==> src/rtl/fwd_stall_ctrl.sv <==
// Hazard controller for the 5-stage pipeline: EX-stage operand forwarding,
// load-use interlock, cache-wait freezing, branch squash and a stall-cycle counter.
module fwd_stall_ctrl #(
  parameter int DATA_W      = 32,
  parameter int REG_AW      = 5,
  parameter int NSRC        = 2,
  parameter int LU_BUBBLES  = 1,
  parameter int STALL_CNT_W = 16
) (
  input  logic                     CLK,
  input  logic                     nRST,
  input  logic [NSRC*REG_AW-1:0]   ex_src_sel,
  input  logic [NSRC*DATA_W-1:0]   ex_src_rdat,
  output logic [NSRC*DATA_W-1:0]   ex_src_fwd,
  input  logic [NSRC*REG_AW-1:0]   id_src_sel,
  input  logic [NSRC-1:0]          id_src_used,
  input  logic                     ex_wen,
  input  logic                     ex_memread,
  input  logic [REG_AW-1:0]        ex_wsel,
  input  logic                     ex_branch_taken,
  input  logic                     mem_wen,
  input  logic                     mem_memread,
  input  logic                     mem_memreq,
  input  logic [REG_AW-1:0]        mem_wsel,
  input  logic [DATA_W-1:0]        mem_result,
  input  logic                     wb_wen,
  input  logic [REG_AW-1:0]        wb_wsel,
  input  logic [DATA_W-1:0]        wb_wdat,
  input  logic                     ihit,
  input  logic                     dhit,
  input  logic                     stall_clr,
  output logic                     pc_en,
  output logic                     ifid_en,
  output logic                     idex_en,
  output logic                     exmem_en,
  output logic                     memwb_en,
  output logic                     ifid_flush,
  output logic                     idex_flush,
  output logic [STALL_CNT_W-1:0]   stall_count
);

  localparam logic [0:0] RUN      = 1'b0;
  localparam logic [0:0] LU_STALL = 1'b1;

  localparam logic [2:0]             LU_INIT = 3'(LU_BUBBLES - 1);
  localparam logic [STALL_CNT_W-1:0] CNT_ONE = STALL_CNT_W'(1);

  logic [0:0]      state, state_nxt;
  logic [2:0]      bcnt, bcnt_nxt;
  logic [NSRC-1:0] id_hit;
  logic            lu_det;
  logic            dwait;

  // A load in MEM has no result yet, so it is skipped and WB (or the file) supplies the operand.
  for (genvar g = 0; g < NSRC; g++) begin : g_fwd
    logic [REG_AW-1:0] sel;
    logic              mem_hit;
    logic              wb_hit;

    assign sel     = ex_src_sel[g*REG_AW +: REG_AW];
    assign mem_hit = nRST && mem_wen && !mem_memread && (mem_wsel == sel) && (sel != '0);
    assign wb_hit  = nRST && wb_wen && (wb_wsel == sel) && (sel != '0);

    assign ex_src_fwd[g*DATA_W +: DATA_W] = mem_hit ? mem_result :
                                            wb_hit  ? wb_wdat    :
                                                      ex_src_rdat[g*DATA_W +: DATA_W];

    assign id_hit[g] = id_src_used[g] && (id_src_sel[g*REG_AW +: REG_AW] == ex_wsel);
  end

  assign lu_det = ex_memread && ex_wen && (ex_wsel != '0) && (|id_hit);
  assign dwait  = mem_memreq && !dhit;

  always_comb begin
    // NOTE: every output gets a default up front so no path through the priority chain infers a latch.
    pc_en      = 1'b1;
    ifid_en    = 1'b1;
    idex_en    = 1'b1;
    exmem_en   = 1'b1;
    memwb_en   = 1'b1;
    ifid_flush = 1'b0;
    idex_flush = 1'b0;
    state_nxt  = state;
    bcnt_nxt   = bcnt;

    if (!nRST) begin
      pc_en    = 1'b0;
      ifid_en  = 1'b0;
      idex_en  = 1'b0;
      exmem_en = 1'b0;
      memwb_en = 1'b0;
    end else if (dwait) begin
      pc_en    = 1'b0;
      ifid_en  = 1'b0;
      idex_en  = 1'b0;
      exmem_en = 1'b0;
      memwb_en = 1'b0;
    end else if (ex_branch_taken) begin
      ifid_flush = 1'b1;
      idex_flush = 1'b1;
      state_nxt  = RUN;
      bcnt_nxt   = '0;
    end else if ((state == RUN && lu_det) || state == LU_STALL) begin
      pc_en      = 1'b0;
      ifid_en    = 1'b0;
      idex_flush = 1'b1;
      if (state == RUN) begin
        if (LU_BUBBLES > 1) begin
          state_nxt = LU_STALL;
          bcnt_nxt  = LU_INIT;
        end
      end else if (bcnt == 3'd1) begin
        state_nxt = RUN;
        bcnt_nxt  = '0;
      end else begin
        bcnt_nxt = bcnt - 3'd1;
      end
    end else if (!ihit) begin
      pc_en      = 1'b0;
      ifid_flush = 1'b1;
    end
  end

  // NOTE: sequential state uses non-blocking assignments and an asynchronous reset, so reset acts mid-stall without a clock.
  always_ff @(posedge CLK or negedge nRST) begin
    if (!nRST) begin
      state       <= RUN;
      bcnt        <= '0;
      stall_count <= '0;
    end else begin
      state <= state_nxt;
      bcnt  <= bcnt_nxt;
      if (stall_clr) begin
        stall_count <= '0;
      end else if (!pc_en && (stall_count != '1)) begin
        stall_count <= stall_count + CNT_ONE;
      end
    end
  end

endmodule

==> config.mk <==
export PLATFORM = sky130hd
export DESIGN_NAME = fwd_stall_ctrl
export DESIGN_NICKNAME = d
export VERILOG_FILES = /design/src/rtl/fwd_stall_ctrl.sv
export SDC_FILE = /design/constraint.sdc
export NUM_CORES = 1
export LEC_CHECK = 0
export ABC_CLOCK_PERIOD_IN_PS = 2650
export CORE_MARGIN = 4
export CORE_UTILIZATION = 33
export DETAILED_ROUTE_END_ITERATION = 8
export GPL_TIMING_DRIVEN = 0
export PLACE_DENSITY = 0.86
export RECOVER_POWER = 50
export SYNTH_ARGS = -nofsm -noshare
export SYNTH_HDL_FRONTEND = slang
export SYNTH_SLANG_ARGS = --single-unit
export TNS_END_PERCENT = 30
==> constraint.sdc <==
create_clock -name CLK -period 2.65 [get_ports CLK]
set_clock_uncertainty 0.05 [all_clocks]
set_input_delay 0.53 -clock CLK [delete_from_list [all_inputs] [get_ports CLK]]
set_output_delay 0.53 -clock CLK [all_outputs]
set_load 0.1 [all_outputs]
### Yosys cells after proc, flatten, opt, wreduce, memory -nomap -nowiden

Cells that the tools add are included.

* bitwise gates (word level): 2
* reduce and logical (&&, ||, !) cells: 32
* add/sub/neg operators: 2
* equality and inequality tests: 8
* mux-type cells: 34

Operators with widths (count)
* 2-to-1 mux 32 bit: 4
* 2-to-1 mux 16 bit: 2
* equality test 5 bit: 6
* 2-to-1 mux 1 bit: 24
* logical AND 1 bit: 19
* adder 16 x 1 -> 16 bit, second input constant: 1
* != test 16 bit, second input constant: 1
* nonzero test 5 bit: 3
* 2-to-1 mux 3 bit: 4
* nonzero test 2 bit: 3
* AND reduction 4 bit: 1
* equality test 3 x 1 -> 1 bit, second input constant: 1
* logical NOT 1 bit: 3
* AND reduction 3 bit: 1
* subtractor 3 x 1 -> 3 bit, second input constant: 1
* NOT 1 bit: 2
* OR reduction 2 bit: 1
* logical OR 1 bit: 1

* word-level logic and storage cells: 81
* input port bits: 177
* register bits: 20

### Logic depth before layout (Yosys ltp)

Gate-level depths: netlist of run 1.

* depth after elaboration: 14
* gate-level depth with buffers: 7
* depth with buffers taken out: 7

### Worst setup path after synthesis of run 1

OpenSTA, ideal clock, no wires.

* path type: input to output
* from: input ex_src_sel[6]
* to: output ex_src_fwd[33]
* data required time: 2.070 ns
* slack: -1.706 ns
* arrival: 3.776 ns
* path buffers: 1
* stages: 6
* path through: or4_1 -> nor2_1 -> nor3_1 -> buf_2 -> mux2i_1 -> o21ai_0

* word-level cells in the longest chain between the ends: 5

Ends and longest elaborated chain
* from (decl): line 12 `input logic [NSRC*REG_AW-1:0] ex_src_sel,`
* equality test 5 bit: line 62 `assign wb_hit = nRST && wb_wen && (wb_wsel == sel) && (sel != '0);`
* logical AND 1 bit (2 in series): line 62
* 2-to-1 mux 32 bit: line 65 `wb_hit ? wb_wdat :`
* 2-to-1 mux 32 bit (*): line 64 `assign ex_src_fwd[g*DATA_W +: DATA_W] = mem_hit ? mem_result :`
* to (decl): line 14 `output logic [NSRC*DATA_W-1:0] ex_src_fwd,`

Mark *: on every way between the ends. The rest lies on a longest branch, timed or not.

### Final worst setup path of run 1

* from: input ex_src_sel[8]
* to: output ex_src_fwd[51]

The elaborated chain is that of the path after synthesis.

==> flow_metrics.tcl, run 1 <==
set metrics [dict create \
    status "complete, but fails checks" \
    violations "setup timing" \
    reg2reg_slack_ps 350 \
    yosysTopAreaCell "mux2_2" \
    core-area_mm2 0.00920 \
    synthCells 386 \
    r2r_cells 7 \
    drt-total-wl_um 20200 \
    grt_pass1_wl_um 26900 \
    multi_input_area_mm2 0.00316 \
    routabilityCongestion 0.914 \
    synth-seq-cells 20 \
    synth-simple-area-share_pct 21.6 \
    synth-compound-area-share_pct 11.2 \
    synthDominantCellAreaShare_pct 25.8 \
    swShare_pct 45.8 \
    first_pass_iters 5 \
    antenna_found_initial 2 \
    synthTopCellsByArea "mux2_2 (26%), dfrtp_1 (16%), mux2i_1 (11%)" \
    synthesis.area_mm2 0.00309 \
    final-seq-area_um2 500 \
    finalCritPeriodShare_pct 111 \
    start_util_pct 33.6 \
    r2r_end "stall_count[4]" \
    slew_headroom_pct 32.3 \
    io_pins 264 \
    cts.clk_slew.worst_paths_ps 80 \
    pwr-share-clk_pct 14.9 \
    rr_startpoint "stall_count[0]" \
    cts_tree "done" \
    rsz0062_at_grt "true" \
    power_mw 2.10 \
    routedWlPerCell_um 25.4 \
    path_max_fanout 5 \
    grtUsageTotal_pct 31.0 \
    path_class "in2out" \
    syn-num-nets 566 \
    combPwrFrac_pct 70.1 \
    routed-via-count 4509 \
    synthAdderAreaFrac_pct 1.21 \
    area_growth_pct 154 \
    peakVddDrop_v 0.000197 \
    dp.final_hpwl_um 12400 \
    finalHoldViolCount 0 \
    drtAntennaViolNets 0 \
    cp_slowest_cell "or4_4" \
    port_buffers 262 \
    max_slew.worst_pin.slew_ps 1010 \
    max_stage_delay_ps 540 \
    worstPathRequired_ps 2070 \
    synth-seq-area-share_pct 16.2 \
    cts_hold_buf 0 \
    p_sw_mw 0.960 \
    end_kind "output port" \
    arrival_ps 2350 \
    async_reset_ff_share_pct 100 \
    drc 0 \
    worst_slack_ps -283 \
    post-route-util_pct 85.4 \
    pwr_density_cell_mw_per_mm2 267 \
    synth_most_common_cell "mux2_2" \
    clock_latency_ps 270 \
    synth_xor_area_share_pct 8.21 \
    synth_warnings 0 \
    drive_above_1_share_pct 44.2 \
    rows 35 \
    place_area_mm2 0.00625 \
    clockBufferDepth 2 \
    chipWidth_um 105 \
    syn_area_per_cell_um2 8.02 \
    numCtsBuffers 3 \
    maxCapViolCount 0 \
    grt_overflow_total 0 \
    die_area_mm2 0.0110 \
    first_global_vias 4818 \
    start_kind "input pin" \
    timing.fmax_mhz 341 \
    period_minus_slack_ps 2930 \
    ys.flop_type "dfrtp_1" \
    ys_types 40 \
    die_y_um 105 \
    layout.nets 862 \
    final_cells 795 \
    synth_edf_count 0 \
    grt_max_degree 25 \
    cts-root-buf "clkbuf_8" \
    hold_ws_ps 32.4 \
    fillerInstances 453 \
    cts.sinks 20 \
    hold_path.class "in2async" \
    placed_cells 759 \
    design_area_mm2 0.00785 \
    cts_max_level 1 \
    internal_power_mw 1.14 \
    vias_per_cell 5.67 \
    synth_top_family_by_area "multiplexers" \
    synthTopCellsByCount "mux2_2 (71), nand2_1 (46), o21ai_0 (39)" \
    drtIter0Drc 283 \
    setup_viol 69 \
    finalMaxSlewViolations 0 \
    sequentialPowerShare_pct 15.0 \
    worstPathCellList "buf_8 > or4_4 > nor2_4 > buf_6 > nor3_4 > buf_6 > buf_12 > mux2i_4 > o21ai_4 > buf_12" \
    p_leak_nw 3.06 \
    synth.area.mux_share_pct 36.9 \
]
-- power groups by stage --
stage	Clock, mW	Sequential [mW]	Combinational, mW
2_1_floorplan	0	0.349	0.722
3_3_place_gp	0	0.319	1.21
3_5_place_dp	0	0.320	1.22
4_1_cts	0.313	0.314	1.36
5_1_grt	0.326	0.315	1.51
6_report	0.312	0.315	1.47
-- cells in the final DEF, fill, tap and decap left out, types with 3 or more instances in the layout --
cell type and n:
buf_8 8, nand2_1 43, nor2_2 3, diode_2 3
nor2b_1 8, nand4_1 11, buf_2 3, clkdlybuf4s50_1 160
o21ai_4 31, nor2_1 21, buf_4 10, mux2i_4 5
mux2_4 21, inv_1 8, nand2b_1 3, xnor2_1 22
dlygate4sd2_1 10, clkbuf_2 3, clkbuf_16 10, o31ai_1 4
or4_2 3, mux2i_2 23, buf_12 60, mux2_2 50
nor3_1 6, or3_1 3, clkdlybuf4s15_1 3, a21oi_1 10
mux2i_1 5, nand2_2 4, ha_1 3, dfrtp_1 20
buf_6 36, clkbuf_8 5, o21ai_0 7, clkbuf_1 4
nand3_1 9, xnor2_2 5, nor4_1 3
-- how the worst max path moves through the flow --
stage                           endpoint  cells after the start  slack, ps           from
after global routing      ex_src_fwd[63]                      8       -320         wb_wen
after CTS                 ex_src_fwd[24]                      9       -350    mem_wsel[4]
after floorplan           ex_src_fwd[32]                      7       -270        mem_wen
after global placement    ex_src_fwd[63]                      9      -2820           nRST
after detailed placement  ex_src_fwd[63]                      9      -2820           nRST
final                     ex_src_fwd[51]                     10       -280  ex_src_sel[8]
-- final cells by class --
class	instances	share of cell area, %
flip-flops and latches	20	6.37
well taps	111	1.77
inverters	8	0.382
diodes	3	0.0956
clock inverters	1	0.382
multi-input cells	334	40.3
repair buffers	291	45.6
plain buffers	24	4.57
clock buffers	3	0.526
-- metal layers --
metal  part of all wire, %  GRT usage, %  vias up
met1                    34          33.3     2144
met3                   8.3          7.72       75
met2                    53          57.1      301
met5                     0             0        -
met4                   5.5          13.6        0
li1                      -             -     1989
-- registers in the layout, summed over array words and instances (netlist names) --
signal       flops
bcnt             3
stall_count     16
state            1
-- logic make-up (layout without fill, tap and decap cells) --
kind of cell	after synthesis	in the layout
flip-flops	20	20
XOR/XNOR	29	29
other	0	3
buffers and inverters	32	327
AO/OA/AOI/OAI	63	63
AND/OR/NAND/NOR	134	134
multiplexers	105	105
adder cells (fa/ha/maj)	3	3
-- worst max-delay path: cells and delay by family --
family / cells / cell delay (ps)
AND/OR/NAND/NOR: 3 / 700
buffers and inverters: 5 / 700
AO/OA/AOI/OAI: 1 / 210
multiplexers: 1 / 190
-- what timing repair did --
item	4_1_cts	5_1_grt
resized for setup	717	124
gates cloned	9	3
buffers inserted	18	0
endpoints found under the setup margin	88	69
pin swaps	44	14
-- per-stage QoR --
stage          setup slack (ps)  setup TNS [ps]
3_5_place_dp              -2820         -181230
5_1_grt                    -316          -16570
3_3_place_gp              -2820         -182970
2_1_floorplan              -269          -10870
6_report                   -283          -13180
4_1_cts                    -349          -16890
(Power assumes the default switching activity.)
==> run 2: changes to the inputs <==
--- a/config.mk
+++ b/config.mk
@@ -9,9 +9,9 @@
 export CORE_MARGIN = 4
 export CORE_UTILIZATION = 33
 export DETAILED_ROUTE_END_ITERATION = 8
-export GPL_TIMING_DRIVEN = 0
 export PLACE_DENSITY = 0.86
 export RECOVER_POWER = 50
+export SLEW_MARGIN = 20
 export SYNTH_ARGS = -nofsm -noshare
 export SYNTH_HDL_FRONTEND = slang
 export SYNTH_SLANG_ARGS = --single-unit
==> run 2 against run 1 <==
Net effect: the run still ends with setup timing left; cell count increased by 3.6%; sequential power about the same; hold slack better by 360 ps; cell area up 5.1%; clock power shrank 1%; worst setup slack lost 120 ps; global-route usage up 5.0 points; die area stayed put; flip-flop and latch count unchanged; non-clock buffer count up 31; first-iteration DRC count shrank 9.2%; critical path depth grew 1; largest power group unchanged; highest routed layer unchanged.
==> flow_metrics.tcl, run 2 (same netlist as run 1, synthesis figures left out) <==
set metrics [dict create \
    fillerInstances 382 \
    hold_ws_ps 394 \
    sequentialPowerShare_pct 14.4 \
    vias_per_cell 5.77 \
    cp_slowest_cell "mux2_4" \
    drtIter0Drc 257 \
    routabilityCongestion 0.868 \
    layout.nets 893 \
    rr_startpoint "stall_count[9]" \
    first_pass_iters 5 \
    clockBufferDepth 2 \
    final_common_cell "clkdlybuf4s50_1" \
    drc 0 \
    slew_headroom_pct 19.3 \
    clock_latency_ps 260 \
    max_stage_delay_ps 310 \
    path_buf_inv 5 \
    internal_power_mw 1.20 \
    peakVddDrop_v 0.000215 \
    start_util_pct 33.6 \
    cts-root-buf "clkbuf_8" \
    period_minus_slack_ps 3050 \
    numCtsBuffers 3 \
    pwr_density_cell_mw_per_mm2 264 \
    drt-total-wl_um 21500 \
    worst_slack_ps -401 \
    finalMaxSlewViolations 0 \
    layout_common_cells "clkdlybuf4s50_1 (148), buf_12 (82), buf_4 (54), mux2_2 (36), mux2_4 (35)" \
    path_class "in2out" \
    finalHoldViolCount 0 \
    status "complete, but fails checks" \
    p_leak_nw 3.36 \
    rsz0062_at_grt "true" \
    p_sw_mw 0.979 \
    cts.clk_slew.worst_paths_ps 80 \
    pwr-share-clk_pct 14.2 \
    routed-via-count 4756 \
    path_max_fanout 8 \
    violations "setup timing" \
    max_slew.worst_pin.slew_ps 1220 \
    routedWlPerCell_um 26.1 \
    io_pins 264 \
    worstPathCellList "buf_6 > buf_4 > xnor2_2 > nand4_1 > a21oi_2 > nand4_1 > buf_6 > buf_12 > mux2_4 > mux2_4 > buf_12" \
    first_global_vias 5397 \
    start_kind "input pin" \
    drive_above_1_share_pct 50.1 \
    die_area_mm2 0.0110 \
    rows 35 \
    arrival_ps 2470 \
    finalCritPeriodShare_pct 115 \
    grtUsageTotal_pct 36.1 \
    post-place-ws_ps -815 \
    top_register "stall_count" \
    drtAntennaViolNets 0 \
    timing.fmax_mhz 328 \
    die_y_um 105 \
    area_growth_pct 167 \
    antenna_found_initial 1 \
    maxCapViolCount 0 \
    dp.final_hpwl_um 13900 \
    combPwrFrac_pct 71.4 \
    hold_path.class "in2async" \
    grt_pass1_wl_um 31000 \
    setup_viol 73 \
    worstPathRequired_ps 2070 \
    end_kind "output port" \
    largest_reg_flops 16 \
    core-area_mm2 0.00920 \
    port_buffers 263 \
    crit_family "buffers and inverters" \
    grt_max_degree 27 \
    final_cells 824 \
    cts_tree "done" \
    critPathLaunch "wb_wsel[3]" \
    chipWidth_um 105 \
    largest_registers "stall_count x16, bcnt x3, state x1" \
    swShare_pct 45.0 \
    cts_max_level 1 \
    grt_overflow_total 0 \
    placed_cells 783 \
    cts.sinks 20 \
]
## run 2: timing repair
action / CTS / global route
endpoints found under the setup margin: 68 / 68
gates cloned: 12 / 1
buffers inserted: 22 / 3
gates resized for setup: 187 / 45
pin swaps: 39 / 14
hold endpoints to repair: 0 / 0
hold buffers: 0 / 0
## run 2: tightest hold or removal path, stage by stage
cell and delay, ps:
clkbuf_1 220, buf_6 150, buf_4 140
## run 2: power by group through the flow
stage	registers, mW	clock network, mW	logic, mW
finish	0.314	0.308	1.55
global route	0.315	0.318	1.59
CTS	0.314	0.306	1.51
detailed placement	0.320	0	1.46
global placement	0.320	0	1.43
floorplan	0.349	0	0.722
## run 2: final cells by class
cell class | count | area, um^2 | area share, %
timing repair buffer | 346 | 4290 | 52.0
sequential | 20 | 500 | 6.06
tap | 111 | 139 | 1.68
clock buffer | 3 | 41.3 | 0.500
inverter | 8 | 30.0 | 0.364
clock inverter | 1 | 30.0 | 0.364
antenna | 1 | 2.50 | 0.0303
multi-input combinational | 334 | 3220 | 39.0
## run 2: final timing paths
path	to	slack, ps	depth (start not counted)
min in group CLK	bcnt[1]	500	2
min reg2reg	bcnt[1]	500	2
max	ex_src_fwd[19]	-400	11
min	bcnt[0]	390	3
max in group asynchronous	stall_count[2]	1400	2
max reg2reg	stall_count[3]	420	7
## run 2: layer usage
layer	wire length, um	GRT usage [%]
met5	0	0
met2	11300	66.5
met4	1390	18.5
met1	7200	37.0
met3	1610	9.82
## run 2: through the flow
| step | util [%] | power (mW) | setup TNS [ps] | instance area (um^2) |
|---|---|---|---|---|
| 2_1_floorplan | - | 1.07 | -10870 | 3490 |
| 3_3_place_gp | 78.6 | 1.75 | -42670 | 7230 |
| 3_5_place_dp | 78.6 | 1.78 | -47980 | 7230 |
| 4_1_cts | 88.7 | 2.13 | -15380 | 8160 |
| 5_1_grt | 89.8 | 2.22 | -23920 | 8260 |
| 6_report | 89.8 | 2.18 | -20790 | 8260 |
==> run 3: changes to the inputs <==
--- a/config.mk
+++ b/config.mk
@@ -5,10 +5,10 @@
 export SDC_FILE = /design/constraint.sdc
 export NUM_CORES = 1
 export LEC_CHECK = 0
-export ABC_CLOCK_PERIOD_IN_PS = 2650
-export CORE_MARGIN = 4
-export CORE_UTILIZATION = 33
+export ABC_CLOCK_PERIOD_IN_PS = 3600
+export CORE_AREA = 4 4 101 103
 export DETAILED_ROUTE_END_ITERATION = 8
+export DIE_AREA = 0 0 105 107
 export PLACE_DENSITY = 0.86
 export RECOVER_POWER = 50
 export SLEW_MARGIN = 20
==> constraint.sdc (replaced) <==
create_clock -name CLK -period 3.6 [get_ports CLK]
set_clock_uncertainty 0.05 [all_clocks]
set_input_delay 0.72 -clock CLK [delete_from_list [all_inputs] [get_ports CLK]]
set_output_delay 0.72 -clock CLK [all_outputs]
set_load 0.1 [all_outputs]
==> run 3 against run 2 <==
Net effect: the run still ends with setup timing left; worst setup slack better by 400 ps; combinational power shrank 33%; global-route usage fell by 9.7 points; non-clock buffer count decreased by 58; count of clock-buffer cells in the layout increased by 1; critical endpoint is now ex_src_fwd[42].
==> flow_metrics.tcl, run 3 (same netlist as run 1, synthesis figures left out) <==
set metrics [dict create \
    combPwrFrac_pct 72.0 \
    final_common_cell "clkdlybuf4s50_1" \
    violations "setup timing" \
    start_util_pct 33.6 \
    reg2reg_slack_ps 1290 \
    peakVddDrop_v 0.000149 \
    grtUsageTotal_pct 26.3 \
    path_class "in2out" \
    drive_above_1_share_pct 32.9 \
    cts-root-buf "clkbuf_8" \
    min_path_cells 2 \
    drt-total-wl_um 16300 \
    hold_path.class "reg2reg" \
    largest_registers "stall_count x16, bcnt x3, state x1" \
    worstPathCellList "clkdlybuf4s50_1 > or4_1 > nor2_4 > buf_4 > nor4_4 > buf_4 > o21ai_2 > buf_12" \
    area_growth_pct 126 \
    r2r_end "stall_count[4]" \
    port_buffers 263 \
    arrival_ps 2830 \
    io_pins 264 \
    routed-via-count 4222 \
    diodes 0 \
    post-route-util_pct 75.9 \
    worst_slack_ps -2.33 \
    start_kind "input pin" \
    pwr-share-clk_pct 12.0 \
    top_register "stall_count" \
    internal_power_mw 0.775 \
    maxCapViolCount 0 \
    finalMaxSlewViolations 0 \
    grt_pass1_wl_um 23700 \
    clock_latency_ps 260 \
    cts.sinks 20 \
    min_to "bcnt[1]" \
    cpMostUsedCell "buf_4" \
    sequentialPowerShare_pct 16.0 \
    dp.final_hpwl_um 13200 \
    largest_reg_flops 16 \
    rows 35 \
    end_kind "output port" \
    timing.fmax_mhz 278 \
    max_slew.worst_pin.slew_ps 1220 \
    place_area_mm2 0.00672 \
    grt_max_degree 45 \
    cts_max_level 1 \
    cts_hold_buf 0 \
    drtIter0Drc 166 \
    first_pass_iters 4 \
    status "complete, but fails checks" \
    slew_headroom_pct 19.0 \
    vias_per_cell 5.52 \
    clockBufferDepth 2 \
    post-place-ws_ps -93.2 \
    rsz0062_at_grt "true" \
    die_area_mm2 0.0112 \
    grt_overflow_total 0 \
    p_leak_nw 2.73 \
    core-area_mm2 0.00920 \
    path_max_fanout 20 \
    finalSetupTns_ps -2.33 \
    setup_viol 1 \
    period_minus_slack_ps 3600 \
    layout.nets 835 \
    cts_tree "done" \
    die_y_um 107 \
    drtAntennaViolNets 0 \
    power_mw 1.44 \
    chipWidth_um 105 \
    first_global_vias 4532 \
    path_buf_inv 4 \
    crit_family "buffers and inverters" \
    cp_slowest_cell "or4_1" \
    critPathLaunch "ex_src_sel[7]" \
    r2r_cells 6 \
    rr_startpoint "stall_count[0]" \
    layout_common_cells "clkdlybuf4s50_1 (163), buf_12 (75), mux2_2 (60), nand2_1 (46), mux2i_1 (33)" \
    antenna_found_initial 0 \
    worstSetupPathDepth 8 \
    numCtsBuffers 3 \
    cts.clk_slew.worst_paths_ps 70 \
    routabilityCongestion 0.917 \
    worst_hold_startpoint "bcnt[1]" \
    pwr_density_cell_mw_per_mm2 206 \
    drc 0 \
    swShare_pct 46.2 \
    max_stage_delay_ps 590 \
    finalHoldViolCount 0 \
    routedWlPerCell_um 21.3 \
    p_sw_mw 0.665 \
    worstPathRequired_ps 2830 \
    design_area_mm2 0.00698 \
    finalCritPeriodShare_pct 100 \
]
## run 3: cell type report
| class | instances | area [um^2] |
|---|---|---|
| Timing Repair Buffer | 288 | 3610 |
| Multi-Input combinational cell | 334 | 2650 |
| Fill cell | 561 | 2210 |
| Sequential cell | 20 | 500 |
| Tap cell | 111 | 139 |
| Clock buffer | 4 | 55.1 |
| Inverter | 8 | 30.0 |
## run 3: power groups by stage
stage / logic, mW / registers [mW] / clock network (mW)
after global routing: 1.07 / 0.231 / 0.185
after CTS: 1.03 / 0.231 / 0.176
after floorplan: 0.501 / 0.257 / 0
final: 1.04 / 0.231 / 0.173
after detailed placement: 1.02 / 0.236 / 0
after global placement: 1.00 / 0.235 / 0
## run 3: worst max path at each step
stage | slack [ps] | to
2_1_floorplan | -460 | pc_en
3_3_place_gp | -20 | ex_src_fwd[22]
3_5_place_dp | -90 | ex_src_fwd[22]
4_1_cts | 1 | ex_src_fwd[2]
5_1_grt | -80 | ex_src_fwd[43]
6_report | -2 | ex_src_fwd[42]
## run 3: timing repair
action / 4_1_cts / 5_1_grt
cloned: 2 / 2
hold endpoints to repair: 0 / 0
resized for setup: 18 / 36
setup endpoints to repair: 33 / 63
setup buffers: 2 / 1
pin swaps: 2 / 5
## run 3: through the flow
step | hold slack (ps) | cells
final | 467 | 765
after global routing | 513 | 765
after CTS | 467 | 763
after detailed placement | 450 | 755
after global placement | 417 | 755
after floorplan | 374 | 386
## run 3: tightest hold or removal path, delay by kind of cell, from the launching register on
family | cells | cell delay, ps
flip-flops | 1 | 360
AND/OR/NAND/NOR | 1 | 60
AO/OA/AOI/OAI | 1 | 60
## run 3: metal layers
layer	vias up	wire, um	global-route usage [%]
met5	-	0	0
met4	0	848	12.1
met3	63	1380	7.65
met2	233	8650	49.6
met1	1984	5450	26.7
li1	1942	-	-
